--- src/rtl/col_result_serializer.sv ---
// Buffers adder-column result vectors with their visible-row masks in a small FIFO and
// serialises the visible rows, lowest index first, onto a valid/ready stream.
module col_result_serializer #(
    parameter int unsigned DATA_WIDTH = 8,
    parameter int unsigned NUM_ROWS   = 4,
    parameter int unsigned DEPTH      = 4,
    localparam int unsigned RowW      = (NUM_ROWS > 1) ? $clog2(NUM_ROWS) : 1,
    localparam int unsigned CntW      = $clog2(DEPTH + 1)
) (
    input  logic                           clk,
    input  logic                           rst,
    input  logic                           in_valid,
    output logic                           in_ready,
    input  logic [NUM_ROWS*DATA_WIDTH-1:0] in_data,
    input  logic [NUM_ROWS-1:0]            in_visible,
    output logic                           out_valid,
    input  logic                           out_ready,
    output logic [DATA_WIDTH-1:0]          out_data,
    output logic [RowW-1:0]                out_row,
    output logic                           out_last,
    output logic [CntW-1:0]                fifo_count
);

    localparam int unsigned PtrW = $clog2(DEPTH);
    localparam int unsigned VecW = NUM_ROWS * DATA_WIDTH;

    typedef enum logic [0:0] {StIdle, StSend} state_e;

    state_e                state_q, state_d;
    logic [VecW-1:0]       mem_data [DEPTH];
    logic [NUM_ROWS-1:0]   mem_mask [DEPTH];
    logic [PtrW-1:0]       wr_ptr_q, rd_ptr_q;
    logic [CntW-1:0]       count_q;
    logic [VecW-1:0]       cur_data_q, cur_data_d;
    logic [NUM_ROWS-1:0]   cur_mask_q, cur_mask_d;
    logic [NUM_ROWS-1:0]   low_bit, mask_left;
    logic                  push, pop;

    assign in_ready   = (count_q != CntW'(DEPTH));
    assign fifo_count = count_q;
    // Empty-mask vectors are handshaken but never stored.
    assign push       = !rst && in_valid && in_ready && (in_visible != '0);

    assign low_bit    = cur_mask_q & (~cur_mask_q + NUM_ROWS'(1));
    assign mask_left  = cur_mask_q & ~low_bit;

    always_comb begin
        state_d    = state_q;
        pop        = 1'b0;
        cur_data_d = cur_data_q;
        cur_mask_d = cur_mask_q;
        unique case (state_q)
            StIdle: begin
                if (count_q != '0) begin
                    pop     = 1'b1;
                    state_d = StSend;
                end
            end
            StSend: begin
                if (out_ready) begin
                    cur_mask_d = mask_left;
                    if (mask_left == '0) begin
                        if (count_q != '0) begin
                            pop = 1'b1;
                        end else begin
                            state_d = StIdle;
                        end
                    end
                end
            end
        endcase
        if (pop) begin
            cur_data_d = mem_data[rd_ptr_q];
            cur_mask_d = mem_mask[rd_ptr_q];
        end
    end

    always_comb begin
        out_valid = (state_q == StSend);
        out_data  = '0;
        out_row   = '0;
        out_last  = 1'b0;
        if (out_valid) begin
            // Descending scan so the lowest set bit wins.
            for (int r = NUM_ROWS - 1; r >= 0; r--) begin
                if (cur_mask_q[r]) begin
                    out_row  = RowW'(r);
                    out_data = cur_data_q[r*DATA_WIDTH +: DATA_WIDTH];
                end
            end
            out_last = (mask_left == '0);
        end
    end

    always_ff @(posedge clk) begin
        if (push) begin
            mem_data[wr_ptr_q] <= in_data;
            mem_mask[wr_ptr_q] <= in_visible;
        end
    end

    always_ff @(posedge clk) begin
        if (rst) begin
            state_q    <= StIdle;
            wr_ptr_q   <= '0;
            rd_ptr_q   <= '0;
            count_q    <= '0;
            cur_data_q <= '0;
            cur_mask_q <= '0;
        end else begin
            state_q    <= state_d;
            cur_data_q <= cur_data_d;
            cur_mask_q <= cur_mask_d;
            if (push) wr_ptr_q <= wr_ptr_q + PtrW'(1);
            if (pop)  rd_ptr_q <= rd_ptr_q + PtrW'(1);
            count_q <= count_q + CntW'(push) - CntW'(pop);
        end
    end

endmodule

--- config.mk ---
export PLATFORM = sky130hd
export DESIGN_NAME = col_result_serializer
export DESIGN_NICKNAME = d
export VERILOG_FILES = /design/src/rtl/col_result_serializer.sv
export SDC_FILE = /design/constraint.sdc
export NUM_CORES = 1
export LEC_CHECK = 0
export ABC_AREA = 1
export CAP_MARGIN = 20
export CORE_ASPECT_RATIO = 0.6
export CORE_UTILIZATION = 52
export CTS_CLUSTER_DIAMETER = 120
export DETAILED_ROUTE_END_ITERATION = 12
export PLACE_DENSITY = 0.79
export SLEW_MARGIN = 20
export SYNTH_ARGS = -nofsm -noshare
export SYNTH_HDL_FRONTEND = slang
export SYNTH_SLANG_ARGS = --single-unit
--- constraint.sdc ---
create_clock -name clk -period 9.7 [get_ports clk]
set_input_delay 2.425 -clock clk [delete_from_list [all_inputs] [get_ports clk]]
set_output_delay 2.425 -clock clk [all_outputs]
set_load 0.02 [all_outputs]
==> impl_metrics.json, run 1 <==
{
  "busiest_layer": "met2",
  "grt_pass1_vias": 4970,
  "cts_setup_buffers": 0,
  "routedWlPerCell_um": 18.29,
  "grtUsageMet1_pct": 33.17,
  "die_h_um": 94.86,
  "grtUsageMet3_pct": 5.002,
  "syn_area_sq_um": 7472,
  "syn_inst": 641,
  "synth-edff-count": 144,
  "drt_wl_total_um": 16330,
  "fin_ws_ns": 4.612,
  "postRouteAntennaNets": 0,
  "firstDrtPassIters": 8,
  "seqPwrFrac_pct": 40.3,
  "setup_violations": 0,
  "num_rows": 33,
  "yosysTopAreaCell": "edfxtp_1",
  "fin_util_pct": 63.95,
  "ys_types": 32,
  "ctsRootBufferMaster": "clkbuf_16",
  "power_density_nw_per_um2": 297.9,
  "cts.sinks": 190,
  "crit_path_end_kind": "primary output",
  "drt-initial-drc-count": 463,
  "p_total_mw": 2.635,
  "slew_headroom_pct": 35.10,
  "clock.fmax_mhz": 196.5,
  "netlist_top_cells_area": "edfxtp_1, dfxtp_1, nor2_1",
  "rsz0062_at_grt": "false",
  "synth-seq-area-share_pct": 70.19,
  "gr-usage-met2_pct": 36.11,
  "cp.arrival_ns": 2.66,
  "synth_ff_type": "edfxtp_1",
  "grt_use_total_pct": 23.50,
  "cts_tree": "done",
  "timing.hold.ws_ns": 0.4864,
  "clock_latency_ns": 0.43,
  "comb_power_share_pct": 34.0,
  "worst_ep_required_time_ns": 7.28,
  "dieArea_sq_um": 14870,
  "grt_pass1_wl_um": 25590,
  "p_switching_mw": 0.9746,
  "synth_top_area_share_pct": 57.87,
  "dp_hpwl_um": 9960,
  "tightest_slew_ns": 0.9725,
  "port-buffer-count": 55,
  "dp_slack_ns": 4.280,
  "crit_path_start_kind": "flip-flop",
  "cp_top_family": "buffers and inverters",
  "start_util_pct": 54.02,
  "timing.hold.worst.class": "reg -> reg",
  "globalRouteOverflowTotal": 0,
  "core_sq_um": 13830,
  "critPathKind": "reg -> out",
  "internal_power_mw": 1.660,
  "cts_resized": 0,
  "antenna_found_initial": 0,
  "die-width_um": 156.8,
  "via_per_inst": 5.682,
  "crit_buf_inv": 3,
  "slew_violations": 0,
  "path_cells": "inv_1 > nand2_1 > inv_1 > nand2_1 > a311oi_1 > clkdlybuf4s50_1",
  "hold_viol_final": 0,
  "routabilityCongestion": 0.8624,
  "fill_cells": 1054,
  "clk_path_buf_depth": 2,
  "async_flop_share_pct": 0,
  "cts_htree_levels": 4,
  "final.setup_skew_ns": 0.009138,
  "fin_setup_tns_ns": 0,
  "p_leak_nw": 3.093,
  "yosysMostFrequentCell": "edfxtp_1",
  "yosys_register_bits": 190,
  "synthToLayoutAreaGrowth_pct": 18.39,
  "syn_nets": 688,
  "period_share_pct": 52.46,
  "peakVddDrop_mv": 0.1633,
  "swShare_pct": 36.99,
  "drcViolationCount": 0,
  "ys_warn_count": 0,
  "clkPwrFrac_pct": 25.7,
  "slowest_stage": "clkdlybuf4s50_1",
  "grt_max_degree": 67,
  "io_pins": 56,
  "vias": 5074,
  "drive_gt1_share_pct": 9.272,
  "num_antenna_cells": 0,
  "finish.net_count": 735,
  "path_max_fanout": 11,
  "avgSynthCellArea_sq_um": 11.66,
  "fin_crit_ns": 5.088,
  "holdBufCountCts": 0,
  "numCtsBuffers": 17,
  "status": "finished, final reports clean",
  "max_stage_delay_ns": 0.71,
  "cts.clk_slew.worst_paths_ns": 0.07,
  "synthTopCellsByCount": "edfxtp_1, nor2_1, o21ai_0",
  "maxCapViolations": 0
}
[layer usage]
| metal | share of wire, % | routed length (um) | vias up |
|---|---|---|---|
| met3 | 8.0 | 1306 | 29 |
| met1 | 46 | 7469 | 2446 |
| met2 | 45 | 7280 | 221 |
| li1 | - | - | 2378 |
| met5 | 0 | 0 | - |
| met4 | 1.7 | 271 | 0 |
[worst reg2reg max path: stages, from the launching register on]
cell,delay (ns)
dfxtp_1,0.65
nor2_4,0.11
nor2_2,0.17
nor2_4,0.06
nand3_4,0.09
nand2_4,0.25
ha_1,0.39
inv_1,0.05
ha_1,0.19
fa_1,0.40
xor2_1,0.16
nor2_1,0.05
[kinds of logic after synthesis]
group / synth area share (%)
AOI/OAI and AO/OA: 12.94
xor gates and xnor gates: 0.3517
adders and majority gates: 1.273
buffers and inverters: 3.801
DFF: 70.19
and+or+nand+nor: 11.44
[power by group through the flow]
stage / Clock (mW) / Sequential [mW] / Combinational (mW)
CTS: 0.682 / 1.06 / 0.875
global route: 0.712 / 1.07 / 0.997
finish: 0.678 / 1.06 / 0.895
global placement: 0 / 1.07 / 0.832
floorplan: 0 / 1.05 / 0.641
detailed placement: 0 / 1.07 / 0.864
[stage by stage]
step | instance area [sq um] | cells
final | 8846 | 893
after global routing | 8846 | 893
after CTS | 8748 | 889
after detailed placement | 8177 | 857
after global placement | 8149 | 856
after floorplan | 7472 | 641
[placed cells by master (no fill, tap or decap), types with 2 or more instances in the layout]
master / Yosys / final
clkbuf_1: 23 / 2
dfxtp_1: 46 / 45
nor2_2: 2 / 2
clkinv_2: 0 / 4
o21ai_0: 101 / 101
nand2_1: 24 / 24
clkinv_4: 0 / 2
buf_16: 0 / 4
ha_1: 6 / 6
clkbuf_16: 0 / 17
nand3_1: 9 / 9
edfxtp_1: 144 / 144
clkdlybuf4s50_1: 0 / 55
a221oi_1: 7 / 7
bufinv_16: 0 / 2
nor2_4: 2 / 6
o22ai_1: 35 / 35
nand2_2: 7 / 7
inv_6: 0 / 3
clkinv_1: 1 / 2
o21ai_1: 13 / 13
inv_1: 29 / 29
nor2_1: 143 / 139
xor2_1: 3 / 3
a21oi_2: 8 / 8
buf_4: 0 / 3
a21oi_1: 3 / 3
nor3_1: 15 / 15
[cell type report]
cell class	instances	area, sq um	area share, %
clock buffer	19	432.9	4.894
clock inverter	13	138.9	1.570
inverter	31	116.4	1.315
multi-input combinational	385	1973	22.31
sequential	190	5246	59.31
tap	192	240.2	2.716
timing repair buffer	63	698.2	7.893
[final timing paths]
kind | startpoint | to | slack [ns] | cells past startpoint
setup / recovery | cur_mask_q[2] | out_data[7] | 4.61 | 6
hold / removal | cur_data_q[21] | cur_data_q[21] | 0.49 | 2
setup reg to reg | cur_mask_q[0] | fifo_count[2] | 7.00 | 11
hold reg to reg | cur_data_q[21] | cur_data_q[21] | 0.49 | 2
[sequential cells by signal (all words and copies together), names as in the netlist, named ones only]
register and cells:
fifo_count 3, cur_data_q 32, mem_mask 16, mem_data 128, out_valid 1, wr_ptr_q 2
rd_ptr_q 2, cur_mask_q 4
No activity file was read; power rests on OpenSTA's default activity.
==> inputs of run 2 (changes only) <==
- PLACE_DENSITY: 0.79 -> 0.82
- clock period: 9.7 -> 4.4 ns (I/O delays scaled with it)
==> impl_metrics.json, run 2 (synthesis results as in run 1) <==
{
  "ctsRootBufferMaster": "clkbuf_16",
  "period_share_pct": 85.61,
  "reg.largest.list": "mem_data x128, cur_data_q x32, mem_mask x16",
  "globalRouteOverflowTotal": 0,
  "core_sq_um": 13830,
  "largest_reg_flops": 128,
  "slowest_stage": "dfxtp_1",
  "slew_headroom_pct": 30.78,
  "path_cells": "nor2_4 > inv_1 > a221oi_1 > nor3_1 > clkdlybuf4s50_1",
  "dp_hpwl_um": 10490,
  "fin_crit_ns": 3.767,
  "cts_htree_levels": 4,
  "cts_resized": 0,
  "cts.sinks": 190,
  "p_leak_nw": 3.090,
  "final_cell_mix": "edfxtp_1, nor2_1, o21ai_0",
  "postRouteAntennaNets": 0,
  "crit_path_start_kind": "flip-flop",
  "status": "finished, final reports clean",
  "io_pins": 56,
  "tightest_slew_ns": 1.037,
  "routedWlPerCell_um": 18.81,
  "antenna_found_initial": 0,
  "power_density_nw_per_um2": 662.4,
  "start_util_pct": 54.02,
  "die_h_um": 94.86,
  "critPathKind": "reg -> out",
  "synthToLayoutAreaGrowth_pct": 18.34,
  "vias": 5179,
  "fin_ws_ns": 0.6332,
  "cts.clk_slew.worst_paths_ns": 0.07,
  "rsz0062_at_grt": "false",
  "num_antenna_cells": 0,
  "grt_max_degree": 67,
  "hold_viol_final": 0,
  "timing.hold.worst.class": "reg -> reg",
  "via_per_inst": 5.793,
  "clock.fmax_mhz": 265.5,
  "fin_setup_tns_ns": 0,
  "top_register": "mem_data",
  "drcViolationCount": 0,
  "firstDrtPassIters": 5,
  "drt_wl_total_um": 16810,
  "die-width_um": 156.8,
  "holdBufCountCts": 0,
  "clk_path_buf_depth": 2,
  "dp_slack_ns": 0.6169,
  "numCtsBuffers": 17,
  "port-buffer-count": 55,
  "worst_ep_required_time_ns": 3.30,
  "final.setup_skew_ns": 0.01289,
  "final_common_cell": "edfxtp_1",
  "cts_setup_buffers": 0,
  "grt_use_total_pct": 24.25,
  "dieArea_sq_um": 14870,
  "routabilityCongestion": 0.8944,
  "grt_pass1_vias": 4997,
  "drt-initial-drc-count": 437,
  "maxCapViolations": 0,
  "cts_tree": "done",
  "slew_violations": 0,
  "finish.net_count": 736,
  "setup_violations": 0,
  "drive_gt1_share_pct": 9.829,
  "clock_latency_ns": 0.43,
  "grt_pass1_wl_um": 26450,
  "num_rows": 33,
  "cp.arrival_ns": 2.67,
  "peakVddDrop_mv": 0.3710,
  "crit_path_end_kind": "primary output",
  "max_stage_delay_ns": 0.71,
  "path_max_fanout": 13
}
-- run 2: cell count changes in the layout (fill, tap and decap cells not counted) --
cell | before | now
clkinvlp_4 | 0 | 1
clkbuf_1 | 2 | 0
clkinv_4 | 2 | 4
clkinv_2 | 4 | 1
bufinv_16 | 2 | 1
inv_8 | 1 | 7
buf_16 | 4 | 0
inv_6 | 3 | 1
clkinv_1 | 2 | 1
buf_12 | 0 | 4
buf_4 | 3 | 4
-- run 2: metal layers --
layer / up-vias / share of wire, % / GRT usage [%] / wire length [um]
met3: 23 / 8.0 / 6.609 / 1339
met2: 243 / 46 / 37.74 / 7659
met1: 2535 / 45 / 33.34 / 7602
met4: 0 / 1.3 / 7.516 / 214
li1: 2378 / - / - / -
met5: - / 0 / 0 / 0
-- run 2: stage by stage --
| step | util, % | power [mW] | hold slack (ns) | cell area [sq um] | std cells |
|---|---|---|---|---|---|
| after floorplan | - | 3.729 | 0.4469 | 7472 | 641 |
| after global placement | 59.55 | 4.197 | 0.4572 | 8237 | 861 |
| after detailed placement | 59.55 | 4.294 | 0.4592 | 8237 | 861 |
| after CTS | 63.82 | 5.838 | 0.4697 | 8827 | 893 |
| after global routing | 63.93 | 6.174 | 0.4865 | 8842 | 894 |
| final | 63.93 | 5.857 | 0.4722 | 8842 | 894 |
-- run 2: layout make-up --
| type | count | area (sq um) |
|---|---|---|
| inverter | 31 | 116.4 |
| clock buffer | 17 | 425.4 |
| sequential | 190 | 5246 |
| clock inverter | 15 | 165.2 |
| timing repair buffer | 64 | 675.6 |
| tap | 192 | 240.2 |
| multi-input combinational | 385 | 1973 |
| fill | 993 | 4990 |
-- run 2: worst paths after layout --
kind                        from              to  slack (ns)  depth (start not counted)
hold / removal    cur_data_q[26]  cur_data_q[26]        0.47                          2
setup reg to reg   cur_mask_q[0]   fifo_count[2]        1.71                         11
setup / recovery   cur_mask_q[0]     out_data[3]        0.63                          5
hold reg to reg   cur_data_q[26]  cur_data_q[26]        0.47                          2
-- run 2: worst max-delay path: cells and delay by family (launching register included) --
kind | cells | cell delay (ns)
and+or+nand+nor | 2 | 0.43
buffers and inverters | 2 | 0.97
DFF | 1 | 0.71
AOI/OAI and AO/OA | 1 | 0.12
-- run 2: report_power, final --
part	switching, mW	total, mW	internal [mW]
sequential	0.173	2.34	2.17
combinational	1.33	1.98	0.645
clock	0.728	1.54	0.812
